[src/rtl/sccb_target.sv]
// SCCB/I2C-compatible bus target: decodes device address, 16-bit register pointer and data
// bytes from the two-wire bus and presents them on a simple strobed register port.
module sccb_target #(
  parameter logic [6:0] DEV_ADDR = 7'h36
) (
  input  logic        sys_clock,
  input  logic        reset,
  input  logic        sccb_clk_in,
  input  logic        sccb_data_in,
  output logic        sccb_data_en,
  output logic [15:0] reg_addr,
  output logic [7:0]  reg_wdata,
  output logic        reg_we,
  output logic        reg_re,
  input  logic [7:0]  reg_rdata,
  output logic        busy
);

  typedef enum logic [3:0] {
    IDLE, DEV, ACK_DEV, AHI, ACK_AHI, ALO, ACK_ALO, WR, ACK_WR, RD, MACK, IGNORE
  } state_t;

  state_t      state, state_nxt;
  logic        scl_p0, scl_p1, scl_p2;
  logic        sda_p0, sda_p1, sda_p2;
  logic [2:0]  bit_cnt, bit_cnt_nxt;
  logic [7:0]  shreg, shreg_nxt;
  logic [7:0]  tx, tx_nxt;
  logic        rw, rw_nxt;
  logic        rd_cap;
  logic        sda_en_nxt, busy_nxt, we_nxt, re_nxt;
  logic [15:0] addr_nxt;
  logic [7:0]  wdata_nxt;
  logic        scl_rise, scl_fall, start_det, stop_det, byte_last, shifting;
  logic [7:0]  byte_in;

  // Stage p0/p1: two-flop synchronizer; p2: delayed copy for edge detection
  always_ff @(posedge sys_clock or posedge reset) begin
    if (reset) begin
      scl_p0 <= 1'b0; scl_p1 <= 1'b0; scl_p2 <= 1'b0;
      sda_p0 <= 1'b0; sda_p1 <= 1'b0; sda_p2 <= 1'b0;
    end else begin
      scl_p0 <= sccb_clk_in;  scl_p1 <= scl_p0; scl_p2 <= scl_p1;
      sda_p0 <= sccb_data_in; sda_p1 <= sda_p0; sda_p2 <= sda_p1;
    end
  end

  assign scl_rise  = scl_p1 & ~scl_p2;
  assign scl_fall  = ~scl_p1 & scl_p2;
  assign start_det = scl_p1 & scl_p2 & ~sda_p1 & sda_p2;
  assign stop_det  = scl_p1 & scl_p2 & sda_p1 & ~sda_p2;
  assign byte_in   = {shreg[6:0], sda_p1};
  assign byte_last = scl_rise && (bit_cnt == 3'd7);
  assign shifting  = (state == DEV) || (state == AHI) || (state == ALO) ||
                     (state == WR)  || (state == RD);

  always_comb begin
    state_nxt   = state;
    bit_cnt_nxt = bit_cnt;
    shreg_nxt   = shreg;
    tx_nxt      = tx;
    rw_nxt      = rw;
    sda_en_nxt  = sccb_data_en;
    busy_nxt    = busy;
    we_nxt      = 1'b0;
    re_nxt      = 1'b0;
    addr_nxt    = reg_addr;
    wdata_nxt   = reg_wdata;

    // Pointer advances the cycle after a write strobe; read data lands one cycle after reg_re
    if (reg_we) addr_nxt = reg_addr + 16'd1;
    if (rd_cap) tx_nxt = reg_rdata;

    if (start_det) begin
      state_nxt   = DEV;
      bit_cnt_nxt = 3'd0;
      sda_en_nxt  = 1'b0;
      busy_nxt    = 1'b1;
    end else if (stop_det) begin
      state_nxt   = IDLE;
      bit_cnt_nxt = 3'd0;
      sda_en_nxt  = 1'b0;
      busy_nxt    = 1'b0;
    end else begin
      if (scl_rise && shifting) begin
        shreg_nxt   = byte_in;
        bit_cnt_nxt = bit_cnt + 3'd1;
      end
      case (state)
        IDLE, IGNORE: sda_en_nxt = 1'b0;
        DEV: begin
          if (scl_fall) sda_en_nxt = 1'b0;
          if (byte_last) begin
            rw_nxt    = byte_in[0];
            state_nxt = (byte_in[7:1] == DEV_ADDR) ? ACK_DEV : IGNORE;
          end
        end
        ACK_DEV: begin
          if (scl_fall) sda_en_nxt = 1'b1;
          if (scl_rise) begin
            re_nxt    = rw;
            state_nxt = rw ? RD : AHI;
          end
        end
        AHI: begin
          if (scl_fall) sda_en_nxt = 1'b0;
          if (byte_last) begin
            addr_nxt[15:8] = byte_in;
            state_nxt      = ACK_AHI;
          end
        end
        ACK_AHI: begin
          if (scl_fall) sda_en_nxt = 1'b1;
          if (scl_rise) state_nxt = ALO;
        end
        ALO: begin
          if (scl_fall) sda_en_nxt = 1'b0;
          if (byte_last) begin
            addr_nxt[7:0] = byte_in;
            state_nxt     = ACK_ALO;
          end
        end
        ACK_ALO: begin
          if (scl_fall) sda_en_nxt = 1'b1;
          if (scl_rise) state_nxt = WR;
        end
        WR: begin
          if (scl_fall) sda_en_nxt = 1'b0;
          if (byte_last) begin
            we_nxt    = 1'b1;
            wdata_nxt = byte_in;
            state_nxt = ACK_WR;
          end
        end
        ACK_WR: begin
          if (scl_fall) sda_en_nxt = 1'b1;
          if (scl_rise) state_nxt = WR;
        end
        RD: begin
          // Pull low for a 0 bit, release for a 1 bit
          if (scl_fall) begin
            sda_en_nxt = ~tx[7];
            tx_nxt     = {tx[6:0], 1'b1};
          end
          if (byte_last) state_nxt = MACK;
        end
        MACK: begin
          if (scl_fall) sda_en_nxt = 1'b0;
          if (scl_rise) begin
            if (!sda_p1) begin
              addr_nxt  = reg_addr + 16'd1;
              re_nxt    = 1'b1;
              state_nxt = RD;
            end else begin
              state_nxt = IGNORE;
            end
          end
        end
        default: state_nxt = IDLE;
      endcase
    end
  end

  always_ff @(posedge sys_clock or posedge reset) begin
    if (reset) begin
      state        <= IDLE;
      bit_cnt      <= 3'd0;
      shreg        <= 8'd0;
      tx           <= 8'd0;
      rw           <= 1'b0;
      rd_cap       <= 1'b0;
      sccb_data_en <= 1'b0;
      busy         <= 1'b0;
      reg_we       <= 1'b0;
      reg_re       <= 1'b0;
      reg_addr     <= 16'd0;
      reg_wdata    <= 8'd0;
    end else begin
      state        <= state_nxt;
      bit_cnt      <= bit_cnt_nxt;
      shreg        <= shreg_nxt;
      tx           <= tx_nxt;
      rw           <= rw_nxt;
      rd_cap       <= reg_re;
      sccb_data_en <= sda_en_nxt;
      busy         <= busy_nxt;
      reg_we       <= we_nxt;
      reg_re       <= re_nxt;
      reg_addr     <= addr_nxt;
      reg_wdata    <= wdata_nxt;
    end
  end

endmodule

[config.mk]
export PLATFORM = sky130hd
export DESIGN_NAME = sccb_target
export DESIGN_NICKNAME = d
export VERILOG_FILES = /design/src/rtl/sccb_target.sv
export SDC_FILE = /design/constraint.sdc
export NUM_CORES = 1
export LEC_CHECK = 0
export CORE_ASPECT_RATIO = 0.9
export CORE_MARGIN = 1.5
export CORE_UTILIZATION = 51
export DETAILED_ROUTE_END_ITERATION = 12
export GPL_TIMING_DRIVEN = 0
export PLACE_DENSITY = 0.75
export SYNTH_ARGS = -nofsm -noshare
export SYNTH_HDL_FRONTEND = slang
export SYNTH_SLANG_ARGS = --single-unit
[constraint.sdc]
create_clock -name sys_clock -period 1.7 [get_ports sys_clock]
set_input_delay 0.425 -clock sys_clock [delete_from_list [all_inputs] [get_ports sys_clock]]
set_output_delay 0.425 -clock sys_clock [all_outputs]
set_load 0.01 [all_outputs]
* After elaboration in Yosys (flattened, before gate mapping)
Cells that the tools add are included.
Widths: inputs -> output; s select.
** Storage, ports and cells
- Register bits :: 58
- Bits in latches :: 0
- Bits in writable memories :: 0
- Memory bits (read-only) :: 0
- Input port bits :: 12
- Memories kept :: 0
** Cells by class
- Add/sub/neg operators :: 2
- Multipliers :: 0
- Div/mod/pow operators :: 0
- Magnitude comparators :: 0
- Equality and inequality tests :: 26
- Shift operators :: 0
- Multiplexer cells :: 50
- Bitwise gates (word level) :: 14
- Reduce and logical (&&, ||, !) cells :: 19
** Operator list (number)
- $mux 16 :: 5
- $mux 8 :: 7
- $mux 4 :: 13
- $pmux 4 s10 :: 1
- $ne 4x4->1 const B :: 9
- $pmux 8 s2 :: 2
- $add 16x1->16 const B :: 1
- $eq 4x3->1 const B :: 4
- $eq 4x4->1 const B :: 4
- $mux 1 :: 16
- $ne 4x1->1 const B :: 3
- $reduce_and 4->1 :: 3
- $reduce_and 10->1 :: 1
- $mux 3 :: 3
- $eq 4x2->1 const B :: 2
- $and 1x1->1 :: 7
- $eq 7x6->1 const B :: 1
- $not 1->1 :: 7
- $reduce_bool 6->1 :: 1
- $reduce_or 5->1 :: 1
- $eq 4x1->1 const B :: 1
- $logic_not 4->1 :: 1
- $logic_or 1x1->1 :: 4
- $pmux 1 s4 :: 1
- other kinds (11) :: 13

* Depth between registers and ports, before layout
Gate-level depths: netlist of run 1.
- Depth in word-level cells :: 9
- Gate-level depth with buffers :: 8

* Least setup slack after synthesis of run 1
Ideal clock, no wire load.
- Path type :: reg2reg
- Start :: register scl_p2
- End :: register reg_addr[9]
- Arrival :: 1.735 ns
- Path slack :: -0.159 ns
- Stages on the path, launching flop included :: 7
- Buffers on the path :: 1
- Path through :: dfrtp_1 -> and2_1 -> buf_2 -> a2111oi_4 -> o22ai_1 -> and4b_1 -> a211o_1
** Between the ends
- Longest elaborated chain between the ends :: 7
- Elaborated cells between the ends (all ways) :: 13
- Those cells by class :: mux: 5; bitwise: 7; reduce/logical: 1
** Ends and longest elaborated chain
- start: declaration :: line 24 : logic scl_p0, scl_p1, scl_p2;
- start signal: assignment :: line 43 : scl_p0 <= sccb_clk_in; scl_p1 <= scl_p0; scl_p2 <= scl_p1;
- $not 1->1 :: line 48 : assign scl_rise = scl_p1 & ~scl_p2;
- $and 1x1->1 :: line 48
- $logic_and 1x1->1 :: line 53 : assign byte_last = scl_rise && (bit_cnt == 3'd7);
- $mux 8 :: line 107 : if (byte_last) begin
- $pmux 8 s2 :: line 89 : case (state)
- $mux 16 :: line 79 : end else if (stop_det) begin
- $mux 16 (*) :: line 74 : if (start_det) begin
- named net addr_nxt[9] :: line 32 : logic [15:0] addr_nxt;
- end signal: assignment :: line 189 : reg_addr <= addr_nxt;
- end: declaration :: line 11 : output logic [15:0] reg_addr,
Mark *: on every way through the listed nets, which the timed path passes. The rest lies on a longest branch.
A chain may end at the register's enable or synchronous reset.

* Worst setup path in the final report of run 1
- Start :: register sda_p1
- End :: register reg_addr[12]
** Between the ends
- Longest elaborated chain between the ends :: 5
- Elaborated cells between the ends (all ways) :: 10
- Those cells by class :: mux: 5; bitwise: 5
** Ends and longest elaborated chain
- start: declaration :: line 25 : logic sda_p0, sda_p1, sda_p2;
- start signal: assignment :: line 44 : sda_p0 <= sccb_data_in; sda_p1 <= sda_p0; sda_p2 <= sda_p1;
- $mux 16 :: line 150 : if (!sda_p1) begin
- $mux 16 :: line 149 : if (scl_rise) begin
- $pmux 8 s2 :: line 89
- $mux 16 :: line 79
- $mux 16 (*) :: line 74
- named net addr_nxt[12] :: line 32
Marked as above.

==> run_summary.xml, run 1 <==
<?xml version="1.0" encoding="UTF-8"?>
<metrics>
  <group name="flow_run">
    <metric name="maxCapViolations" unit="">0</metric>
  </group>
  <group name="critical_path">
    <metric name="crit_path_cell_trace" unit="">buf_6 &gt; nor3b_4 &gt; o211ai_1 &gt; o2bb2ai_2 &gt; a221oi_2 &gt; o21ai_1</metric>
    <metric name="regToRegSetupSlack" unit="ns">-0.19</metric>
    <metric name="critical_path_arrival" unit="ns">2.11</metric>
    <metric name="crit_path_max_fanout" unit="">5</metric>
    <metric name="r2r_cells" unit="">6</metric>
    <metric name="worst-setup-path-type" unit="">flip-flop to flip-flop</metric>
    <metric name="worst_setup_path_startpoint" unit="">sda_p1</metric>
    <metric name="worst_r2r_startpoint" unit="">sda_p1</metric>
    <metric name="cpPeakStageDelay" unit="ns">0.48</metric>
    <metric name="critPathRequiredTime" unit="ns">1.92</metric>
    <metric name="worstSetupStartpointType" unit="">flip-flop</metric>
    <metric name="worstSetupEndpointType" unit="">flip-flop</metric>
    <metric name="crit_path_end" unit="">reg_addr[12]</metric>
    <metric name="worst_r2r_endpoint" unit="">reg_addr[12]</metric>
    <metric name="slowest_stage" unit="">dfrtp_2</metric>
  </group>
  <group name="detailed_routing">
    <metric name="dr_wl_met2" unit="um">5520</metric>
    <metric name="top_signal_layer_used" unit="">met4</metric>
    <metric name="vias" unit="">3677</metric>
    <metric name="routedLengthMet1" unit="um">4630</metric>
    <metric name="initialDrtViolationCount" unit="">532</metric>
    <metric name="drt-vias-per-instance" unit="">6.35</metric>
    <metric name="detail_route.wl_per_cell" unit="um">19.9</metric>
    <metric name="final_antenna_net_count" unit="">0</metric>
    <metric name="route.final.wire_length" unit="um">11500</metric>
    <metric name="first_pass_iters" unit="">6</metric>
    <metric name="remaining_drc_errors" unit="">0</metric>
    <metric name="dr_wl_met3" unit="um">999</metric>
  </group>
  <group name="clock_network">
    <metric name="worst_case_clock_buffer_depth" unit="">2</metric>
    <metric name="clock-sinks" unit="">58</metric>
    <metric name="clkTransAtPathRegs" unit="ns">0.06</metric>
    <metric name="cts_hold_repair.buffers" unit="">0</metric>
    <metric name="clock_latency" unit="ns">0.35</metric>
    <metric name="cts_made_buffers" unit="">9</metric>
    <metric name="cts_tree" unit="">built</metric>
    <metric name="ctsHtreeMaxLevel" unit="">3</metric>
    <metric name="cts-root-buf" unit="">clkbuf_8</metric>
  </group>
  <group name="synthesis">
    <metric name="synth_seq_cells" unit="">58</metric>
    <metric name="yosys_warnings" unit="">0</metric>
    <metric name="post_synth_fa_ha_maj_area_fraction" unit="%">1.08</metric>
    <metric name="synth_seq_area_share" unit="%">41.7</metric>
    <metric name="syn_area_per_cell" unit="um2">9.12</metric>
    <metric name="top_reg_cell_synth" unit="">dfrtp_1</metric>
    <metric name="syn-num-nets" unit="">397</metric>
    <metric name="gate_count_of_the_mapped_netlist" unit="">382</metric>
    <metric name="post_synth_xor_area_fraction" unit="%">5.78</metric>
    <metric name="synth-simple-area-share" unit="%">21.9</metric>
    <metric name="synth_top_family_by_area" unit="">simple AND/OR/NAND/NOR gates</metric>
    <metric name="synth-compound-area-share" unit="%">18.7</metric>
    <metric name="synth.area.mux_share" unit="%">7.00</metric>
    <metric name="asyncSetResetFlopFracSynth" unit="%">100</metric>
    <metric name="post_synth_edffs" unit="">0</metric>
    <metric name="post_synth_instance_area" unit="um2">3480</metric>
    <metric name="netlist-cell-type-count" unit="">57</metric>
  </group>
  <group name="placed_design">
    <metric name="gpl.final_weighted_congestion" unit="">0.971</metric>
    <metric name="dp.cells" unit="">511</metric>
    <metric name="place.port_buffers" unit="">39</metric>
    <metric name="post-dp-hpwl" unit="um">6170</metric>
    <metric name="placement.setup.worst_slack" unit="ns">-0.442</metric>
  </group>
  <group name="pwr">
    <metric name="power-per-cell-area" unit="nW/um2">827</metric>
    <metric name="power.share.sequential" unit="%">41.6</metric>
    <metric name="power_switching_share" unit="%">36.8</metric>
    <metric name="p_total" unit="mW">4.27</metric>
    <metric name="intPower" unit="mW">2.70</metric>
    <metric name="pwr-share-clk" unit="%">25.9</metric>
    <metric name="switchingPower" unit="mW">1.57</metric>
    <metric name="power.share.combinational" unit="%">32.5</metric>
    <metric name="power_leakage" unit="nW">2.35</metric>
    <metric name="max_rail_drop_vdd" unit="uV">751</metric>
  </group>
  <group name="timing">
    <metric name="rsz0062_at_grt" unit="">yes</metric>
    <metric name="final_max_slew_viol_count" unit="">0</metric>
    <metric name="finalClockSkew" unit="ns">0.0183</metric>
    <metric name="worst_pin_slew" unit="ns">0.687</metric>
    <metric name="relSlewSlack" unit="%">54.2</metric>
    <metric name="layout_setup_ws" unit="ns">-0.192</metric>
    <metric name="setup-tns-final" unit="ns">-1.84</metric>
    <metric name="max_freq" unit="MHz">529</metric>
    <metric name="setup-violations-final" unit="">18</metric>
    <metric name="final.min_clock_period" unit="ns">1.89</metric>
    <metric name="finalHoldViolCount" unit="">0</metric>
    <metric name="ratio_of_final_minimum_period_to_clock_period" unit="%">111</metric>
  </group>
  <group name="global_routing">
    <metric name="grt_antenna_before_repair" unit="">0</metric>
    <metric name="grt_use_total" unit="%">29.1</metric>
    <metric name="number_of_global_route_vias_before_repair" unit="">3356</metric>
    <metric name="grt_pass1_wl" unit="um">16700</metric>
    <metric name="grt_max_degree" unit="">59</metric>
    <metric name="gr-total-overflow" unit="">0</metric>
  </group>
  <group name="run_status">
    <metric name="status" unit="">finished with violations</metric>
    <metric name="violations" unit="">setup timing</metric>
  </group>
  <group name="die">
    <metric name="starting_utilization_of_the_core_area" unit="%">52.9</metric>
    <metric name="die_x" unit="um">90.1</metric>
    <metric name="core.rowCount" unit="">28</metric>
    <metric name="die-area" unit="um2">7340</metric>
    <metric name="core-area" unit="um2">6590</metric>
    <metric name="die_height" unit="um">81.4</metric>
    <metric name="pin_count" unit="">40</metric>
  </group>
  <group name="finish">
    <metric name="design.final.nets" unit="">500</metric>
    <metric name="drive_above_1_share" unit="%">36.2</metric>
    <metric name="area_delta_synth_final" unit="%">48.3</metric>
    <metric name="layoutNonFillerInstCount" unit="">579</metric>
    <metric name="antennaDiodeCount" unit="">0</metric>
  </group>
  <group name="hold_path">
    <metric name="hold_path_class" unit="">flip-flop to flip-flop</metric>
    <metric name="min_delay_path_depth" unit="">0</metric>
  </group>
</metrics>
-- kinds of logic (layout without fill, tap and decap cells) --
family / Yosys count / in the layout
muxes: 23 / 23
buffers and inverters: 32 / 139
adders and majority gates: 3 / 3
and+or+nand+nor: 146 / 146
DFF: 58 / 58
AOI/OAI and AO/OA: 97 / 97
xor gates and xnor gates: 23 / 23
-- critical path: cells and delay by family (launching register included) --
family | cells | cell delay, ns
AO/OA/AOI/OAI | 4 | 0.81
flip-flops | 1 | 0.48
AND/OR/NAND/NOR | 1 | 0.34
buffers and inverters | 1 | 0.15
-- power groups by stage --
| stage | Combinational (mW) | Sequential, mW | Clock, mW |
|---|---|---|---|
| after floorplan | 0.621 | 1.68 | 0 |
| after global placement | 0.812 | 1.74 | 0 |
| after detailed placement | 0.828 | 1.75 | 0 |
| after CTS | 0.995 | 1.74 | 1.10 |
| after global routing | 1.48 | 1.79 | 1.17 |
| final | 1.39 | 1.78 | 1.11 |
-- cells in the mapped netlist (all sizes together), types with 4 or more instances --
master  instances  area share (%)
dfrtp          58              42
nand2          50             5.4
o21ai          34             5.0
nor2           27             2.9
a21oi          13             1.9
buf            13             1.8
xor2           13             3.3
clkbuf         12             1.3
mux2i          12             3.4
nor3           12             1.9
mux2           11             3.6
xnor2          10             2.5
nand4           8             1.4
inv             7            0.75
nand3           7             1.0
o22ai           7             1.3
and3            6             1.1
o211ai          5             1.1
o221ai          5             1.3
or3             5            0.90
a211o           4             1.0
and4            4             1.0
nor2b           4            0.72
nor4            4            0.90
-- layout make-up --
type / count / area, um2
fill: 414 / 1420
timing repair buffer: 94 / 871
clock inverter: 6 / 35.0
tap: 90 / 113
clock buffer: 9 / 124
buffer: 23 / 194
inverter: 7 / 30.0
multi-input combinational: 292 / 2330
sequential: 58 / 1470
-- layer usage --
layer | vias to the layer above | GRT usage [%]
li1 | 1604 | -
met1 | 1783 | 37.5
met2 | 235 | 46.8
met3 | 55 | 7.40
met4 | 0 | 13.0
met5 | - | 0
-- layout by cell type (no fill, tap or decap), types with 6 or more instances in the layout --
cell	synthesis	layout
a21oi_1	13	8
buf_4	0	49
buf_6	0	14
clkbuf_8	0	11
clkdlybuf4s50_1	0	16
dfrtp_1	58	45
dfrtp_2	0	13
dlygate4sd2_1	0	8
dlymetal6s2s_1	0	15
inv_1	7	6
mux2_4	0	8
mux2i_1	12	12
nand2_1	50	50
nand3_1	7	7
nand4_1	8	8
nor2_1	27	19
nor2_2	0	6
nor3_1	11	8
o21ai_0	30	20
o21ai_1	3	11
xnor2_1	10	9
xor2_1	13	12
-- repair_timing --
item / in CTS / in global routing
endpoints found under the setup margin: 56 / 55
pin swaps: 21 / 24
buffers inserted: 35 / 18
cloned: 2 / 1
resized for setup: 83 / 87
-- worst min path at each step --
stage                       from     end  slack, ns
after detailed placement  sda_p0  sda_p1       0.34
after floorplan           scl_p0  scl_p1       0.33
final                     sda_p0  sda_p1       0.36
after CTS                 sda_p0  sda_p1       0.36
after global routing      sda_p0  sda_p1       0.36
after global placement    scl_p0  scl_p1       0.33
-- stage by stage --
stage          hold slack, ns  utilization (%)  instance area, um2
6_report                0.356             78.4                5170
3_5_place_dp            0.342             61.2                4030
4_1_cts                 0.355             72.1                4750
2_1_floorplan           0.331                -                3530
3_3_place_gp            0.334             61.2                4030
5_1_grt                 0.357             78.4                5170
-- flip-flops by register name, summed over array words and instances, names as in the netlist, 3 cells and up --
register	cells
reg_addr	16
bit_cnt	3
tx	8
state	4
shreg	7
reg_wdata	8
No activity file was read; power rests on OpenSTA's default activity.
==> inputs of run 2 (changes only) <==
Settings changed: CAP_MARGIN set to 40.
==> run_summary.xml, run 2 (synthesized netlist as in run 1, its figures left out) <==
<?xml version="1.0" encoding="UTF-8"?>
<metrics>
  <group name="clock_network">
    <metric name="clkTransAtPathRegs" unit="ns">0.07</metric>
    <metric name="cts_hold_repair.buffers" unit="">0</metric>
    <metric name="cts_tree" unit="">built</metric>
    <metric name="cts_made_buffers" unit="">9</metric>
    <metric name="clock_latency" unit="ns">0.35</metric>
    <metric name="ctsHtreeMaxLevel" unit="">3</metric>
    <metric name="worst_case_clock_buffer_depth" unit="">2</metric>
    <metric name="cts-root-buf" unit="">clkbuf_8</metric>
    <metric name="clock-sinks" unit="">58</metric>
  </group>
  <group name="detailed_routing">
    <metric name="final_antenna_net_count" unit="">0</metric>
    <metric name="remaining_drc_errors" unit="">0</metric>
    <metric name="first_pass_iters" unit="">5</metric>
    <metric name="route.final.wire_length" unit="um">12500</metric>
    <metric name="vias" unit="">3819</metric>
    <metric name="detail_route.wl_per_cell" unit="um">21.3</metric>
    <metric name="drt-vias-per-instance" unit="">6.49</metric>
    <metric name="initialDrtViolationCount" unit="">573</metric>
  </group>
  <group name="timing">
    <metric name="ratio_of_final_minimum_period_to_clock_period" unit="%">110</metric>
    <metric name="rsz0062_at_grt" unit="">yes</metric>
    <metric name="final.min_clock_period" unit="ns">1.87</metric>
    <metric name="relSlewSlack" unit="%">54.0</metric>
    <metric name="finalClockSkew" unit="ns">0.0140</metric>
    <metric name="worst_hold_slack" unit="ns">0.351</metric>
    <metric name="setup-violations-final" unit="">29</metric>
    <metric name="worst_pin_slew" unit="ns">0.688</metric>
    <metric name="final_max_slew_viol_count" unit="">0</metric>
    <metric name="max_freq" unit="MHz">536</metric>
    <metric name="layout_setup_ws" unit="ns">-0.165</metric>
    <metric name="finalHoldViolCount" unit="">0</metric>
  </group>
  <group name="critical_path">
    <metric name="crit_path_max_fanout" unit="">6</metric>
    <metric name="critical_path_arrival" unit="ns">2.10</metric>
    <metric name="critPathRequiredTime" unit="ns">1.94</metric>
    <metric name="worstSetupEndpointType" unit="">flip-flop</metric>
    <metric name="worstSetupStartpointType" unit="">flip-flop</metric>
    <metric name="worst-setup-path-type" unit="">flip-flop to flip-flop</metric>
  </group>
  <group name="run_status">
    <metric name="violations" unit="">setup timing</metric>
    <metric name="status" unit="">finished with violations</metric>
  </group>
  <group name="die">
    <metric name="die_x" unit="um">90.1</metric>
    <metric name="core.rowCount" unit="">28</metric>
    <metric name="die-area" unit="um2">7340</metric>
    <metric name="core-area" unit="um2">6590</metric>
    <metric name="pin_count" unit="">40</metric>
    <metric name="starting_utilization_of_the_core_area" unit="%">52.9</metric>
    <metric name="die_height" unit="um">81.4</metric>
  </group>
  <group name="finish">
    <metric name="final_common_cell" unit="">buf_4</metric>
    <metric name="final_core_util" unit="%">79.8</metric>
    <metric name="layoutNonFillerInstCount" unit="">588</metric>
    <metric name="max_flop_register" unit="">reg_addr</metric>
    <metric name="design.final.nets" unit="">508</metric>
    <metric name="fillers" unit="">383</metric>
    <metric name="final_cell_mix" unit="">57 x buf_4, 50 x nand2_1, 44 x dfrtp_1</metric>
    <metric name="flip_flop_count_of_the_largest_register_all_copies_and_words_added" unit="">16</metric>
    <metric name="area_delta_synth_final" unit="%">50.9</metric>
    <metric name="antennaDiodeCount" unit="">0</metric>
    <metric name="layout_top_registers" unit="">reg_addr x16, reg_wdata x8, tx x8</metric>
    <metric name="drive_above_1_share" unit="%">37.3</metric>
  </group>
  <group name="pwr">
    <metric name="power_leakage" unit="nW">2.33</metric>
    <metric name="max_rail_drop_vdd" unit="uV">847</metric>
    <metric name="power-per-cell-area" unit="nW/um2">833</metric>
  </group>
  <group name="placed_design">
    <metric name="post-dp-hpwl" unit="um">6310</metric>
    <metric name="place.port_buffers" unit="">39</metric>
    <metric name="placement.setup.worst_slack" unit="ns">-0.414</metric>
    <metric name="gpl.final_weighted_congestion" unit="">0.971</metric>
    <metric name="dp.cells" unit="">512</metric>
  </group>
  <group name="global_routing">
    <metric name="grt_use_total" unit="%">29.8</metric>
    <metric name="grt_pass1_wl" unit="um">17000</metric>
    <metric name="gr-total-overflow" unit="">0</metric>
    <metric name="number_of_global_route_vias_before_repair" unit="">3401</metric>
    <metric name="grt_antenna_before_repair" unit="">0</metric>
    <metric name="grt_max_degree" unit="">37</metric>
  </group>
  <group name="flow_run">
    <metric name="maxCapViolations" unit="">0</metric>
  </group>
  <group name="hold_path">
    <metric name="hold_path_class" unit="">flip-flop to flip-flop</metric>
  </group>
</metrics>
==> run 2: changes by cell type in the layout (fill, tap and decap cells not counted), moves of 2 or more <==
cell             change
clkdlybuf4s50_1      +5
o21ai_0              -2
dlymetal6s2s_1       -5
a21oi_1              +2
clkbuf_4             -2
o21ai_2              +2
nor2_2               -3
nor2_1               +2
buf_4                +8
==> run 2: final cells by class <==
type / instances / area, um2 / area share (%)
repair buffers: 102 / 927 / 17.6
multi-input cells: 292 / 2340 / 44.5
plain buffers: 23 / 206 / 3.93
flip-flops and latches: 58 / 1470 / 27.9
clock buffers: 11 / 141 / 2.69
inverters: 7 / 30.0 / 0.571
well taps: 90 / 113 / 2.14
clock inverters: 5 / 30.0 / 0.571
==> run 2: repair_timing <==
action,CTS,global route
buffers inserted,34,28
setup endpoints to repair,57,54
cloned,1,1
resized for setup,84,91
pin swaps,23,32
==> run 2: final timing paths <==
check | startpoint | end | slack, ns | cells after the start
setup / recovery | sda_p1 | reg_addr[9] | -0.17 | 6
hold / removal | sda_p0 | sda_p1 | 0.35 | 0
setup reg to reg | sda_p1 | reg_addr[9] | -0.17 | 6
hold reg to reg | sda_p0 | sda_p1 | 0.35 | 0
max in group asynchronous | reset | state[3] | 0.67 | 3
min in group asynchronous | reset | shreg[4] | 0.46 | 2
==> run 2: worst max-delay path: stages, from the launching register on <==
cell       delay, ns
dfrtp_2         0.51
xor2_4          0.22
a2111oi_4       0.33
buf_6           0.19
o22ai_1         0.07
and4b_1         0.21
a211o_1         0.23
==> run 2: stage by stage <==
step	cell area (um2)	setup TNS [ns]	power (mW)
2_1_floorplan	3530	-0.489	2.30
3_3_place_gp	4030	-17.44	2.55
3_5_place_dp	4050	-10.78	2.59
4_1_cts	4800	-0.955	3.93
5_1_grt	5260	-3.01	4.53
6_report	5260	-2.19	4.38
==> run 2: layer usage <==
layer / global-route usage [%] / vias to the layer above / share of wire, %
met5: 0 / - / 0
met4: 16.2 / 0 / 6.0
met3: 7.12 / 91 / 9.6
met2: 48.9 / 309 / 46
met1: 36.8 / 1795 / 39
li1: - / 1624 / -
==> run 2: power by group <==
| part | leakage, nW | total [mW] | internal [mW] | switching, mW |
|---|---|---|---|---|
| sequential | 0.721 | 1.79 | 1.53 | 0.259 |
| clock | 0.0851 | 1.17 | 0.561 | 0.608 |
| combinational | 1.52 | 1.42 | 0.654 | 0.762 |
| total | 2.33 | 4.38 | 2.75 | 1.63 |
==> inputs of run 3 (changes only) <==
Settings changed: CORE_MARGIN 1.5 to 2, SKIP_LAST_GASP set to 1.
Clock period 1.7 ns to 1.64 ns, I/O delays scaled along.
==> run_summary.xml, run 3 (synthesized netlist as in run 1, its figures left out) <==
<?xml version="1.0" encoding="UTF-8"?>
<metrics>
  <group name="finish">
    <metric name="final_common_cell" unit="">buf_4</metric>
    <metric name="drive_above_1_share" unit="%">38.9</metric>
    <metric name="layout_top_registers" unit="">reg_addr x16, reg_wdata x8, tx x8</metric>
    <metric name="fillers" unit="">402</metric>
    <metric name="design.final.nets" unit="">516</metric>
    <metric name="antennaDiodeCount" unit="">0</metric>
    <metric name="area_delta_synth_final" unit="%">53.3</metric>
    <metric name="final_cell_mix" unit="">60 x buf_4, 49 x nand2_1, 44 x dfrtp_1</metric>
    <metric name="final_core_util" unit="%">81.1</metric>
    <metric name="max_flop_register" unit="">reg_addr</metric>
    <metric name="flip_flop_count_of_the_largest_register_all_copies_and_words_added" unit="">16</metric>
    <metric name="layoutNonFillerInstCount" unit="">596</metric>
  </group>
  <group name="die">
    <metric name="core-area" unit="um2">6590</metric>
    <metric name="starting_utilization_of_the_core_area" unit="%">52.9</metric>
    <metric name="pin_count" unit="">40</metric>
    <metric name="die_height" unit="um">82.4</metric>
    <metric name="core.rowCount" unit="">28</metric>
    <metric name="die-area" unit="um2">7510</metric>
    <metric name="die_x" unit="um">91.1</metric>
  </group>
  <group name="clock_network">
    <metric name="clock_latency" unit="ns">0.35</metric>
    <metric name="cts_made_buffers" unit="">9</metric>
    <metric name="cts_hold_repair.buffers" unit="">0</metric>
    <metric name="cts-root-buf" unit="">clkbuf_8</metric>
    <metric name="ctsHtreeMaxLevel" unit="">3</metric>
    <metric name="cts_tree" unit="">built</metric>
    <metric name="clock-sinks" unit="">58</metric>
    <metric name="clkTransAtPathRegs" unit="ns">0.08</metric>
    <metric name="worst_case_clock_buffer_depth" unit="">2</metric>
  </group>
  <group name="critical_path">
    <metric name="worstSetupStartpointType" unit="">flip-flop</metric>
    <metric name="crit_path_max_fanout" unit="">4</metric>
    <metric name="worst-setup-path-type" unit="">flip-flop to flip-flop</metric>
    <metric name="worstSetupEndpointType" unit="">flip-flop</metric>
    <metric name="critical_path_arrival" unit="ns">2.14</metric>
    <metric name="critPathRequiredTime" unit="ns">1.86</metric>
  </group>
  <group name="global_routing">
    <metric name="grt_antenna_before_repair" unit="">0</metric>
    <metric name="grt_max_degree" unit="">24</metric>
    <metric name="number_of_global_route_vias_before_repair" unit="">3413</metric>
    <metric name="grt_pass1_wl" unit="um">16900</metric>
    <metric name="gr-total-overflow" unit="">0</metric>
    <metric name="grt_use_total" unit="%">28.8</metric>
  </group>
  <group name="detailed_routing">
    <metric name="vias" unit="">3935</metric>
    <metric name="drt-vias-per-instance" unit="">6.60</metric>
    <metric name="remaining_drc_errors" unit="">0</metric>
    <metric name="final_antenna_net_count" unit="">0</metric>
    <metric name="detail_route.wl_per_cell" unit="um">21.2</metric>
    <metric name="first_pass_iters" unit="">8</metric>
    <metric name="route.final.wire_length" unit="um">12600</metric>
    <metric name="initialDrtViolationCount" unit="">650</metric>
  </group>
  <group name="run_status">
    <metric name="status" unit="">finished with violations</metric>
    <metric name="violations" unit="">setup timing</metric>
  </group>
  <group name="timing">
    <metric name="ratio_of_final_minimum_period_to_clock_period" unit="%">117</metric>
    <metric name="final_max_slew_viol_count" unit="">0</metric>
    <metric name="setup-violations-final" unit="">34</metric>
    <metric name="worst_pin_slew" unit="ns">0.646</metric>
    <metric name="finalClockSkew" unit="ns">0.0148</metric>
    <metric name="finalHoldViolCount" unit="">0</metric>
    <metric name="layout_setup_ws" unit="ns">-0.281</metric>
    <metric name="max_freq" unit="MHz">521</metric>
    <metric name="relSlewSlack" unit="%">56.7</metric>
    <metric name="rsz0062_at_grt" unit="">yes</metric>
    <metric name="final.min_clock_period" unit="ns">1.92</metric>
  </group>
  <group name="pwr">
    <metric name="p_total" unit="mW">4.66</metric>
    <metric name="max_rail_drop_vdd" unit="uV">805</metric>
    <metric name="power-per-cell-area" unit="nW/um2">873</metric>
    <metric name="power_leakage" unit="nW">2.30</metric>
  </group>
  <group name="placed_design">
    <metric name="gpl.final_weighted_congestion" unit="">0.895</metric>
    <metric name="dp.cells" unit="">513</metric>
    <metric name="place.port_buffers" unit="">39</metric>
    <metric name="post-dp-hpwl" unit="um">6590</metric>
  </group>
  <group name="hold_path">
    <metric name="hold_path_class" unit="">flip-flop to flip-flop</metric>
  </group>
  <group name="flow_run">
    <metric name="maxCapViolations" unit="">0</metric>
  </group>
</metrics>
run 3: layout make-up:
type	instances	area (um2)	share of cell area, %
Tap cell	90	113	2.11
Timing Repair Buffer	110	996	18.7
Buffer	23	213	3.98
Inverter	7	30.0	0.562
Multi-Input combinational cell	292	2310	43.4
Sequential cell	58	1470	27.5
Clock buffer	10	138	2.58
Clock inverter	6	66.3	1.24
run 3: critical path, stage by stage, from the launching register on:
cell and delay [ns]:
dfrtp_2 0.44, ha_4 0.17, nand4_1 0.29, buf_4 0.27
nor3_1 0.23, xor2_1 0.11, o21ai_0 0.17, o211ai_1 0.12
run 3: path summary, 6_finish.rpt:
check,startpoint,to,slack [ns],cells after the start
min in group asynchronous,reset,reg_re,0.44,2
hold / removal,scl_p0,scl_p1,0.34,0
setup / recovery,reg_addr[1],reg_addr[10],-0.28,7
setup reg to reg,reg_addr[1],reg_addr[10],-0.28,7
hold reg to reg,scl_p0,scl_p1,0.34,0
max in group asynchronous,reset,reg_addr[6],0.54,4
run 3: where the power goes:
part	total [mW]	switching, mW	internal, mW	leakage, nW
clock network	1.39	0.649	0.742	0.0945
registers	1.84	0.248	1.59	0.721
logic	1.43	0.758	0.674	1.49
run 3: stage by stage:
stage                     hold slack (ns)  cell area, um2  setup slack [ns]  TNS [ns]
after detailed placement            0.343            4150            -0.521    -13.01
after floorplan                     0.331            3590            -0.188     -1.57
after CTS                           0.359            4800            -0.172     -2.07
final                               0.343            5340            -0.281     -5.26
after global placement              0.333            4090            -0.494    -22.20
after global routing                0.360            5340            -0.302     -6.91
run 3: metal layers:
layer  up-vias  part of all wire [%]  global-route usage [%]
met5         -                     0                       0
met4         0                   4.9                    10.8
met3        92                   8.8                    5.81
met2       299                    49                    49.7
met1      1899                    37                    36.5
li1       1645                     -                       -
run 3: timing repair:
item	4_1_cts	5_1_grt
buffers inserted	31	36
gates cloned	2	0
pin swaps	22	31
gates resized for setup	91	76
endpoints found under the setup margin	76	40
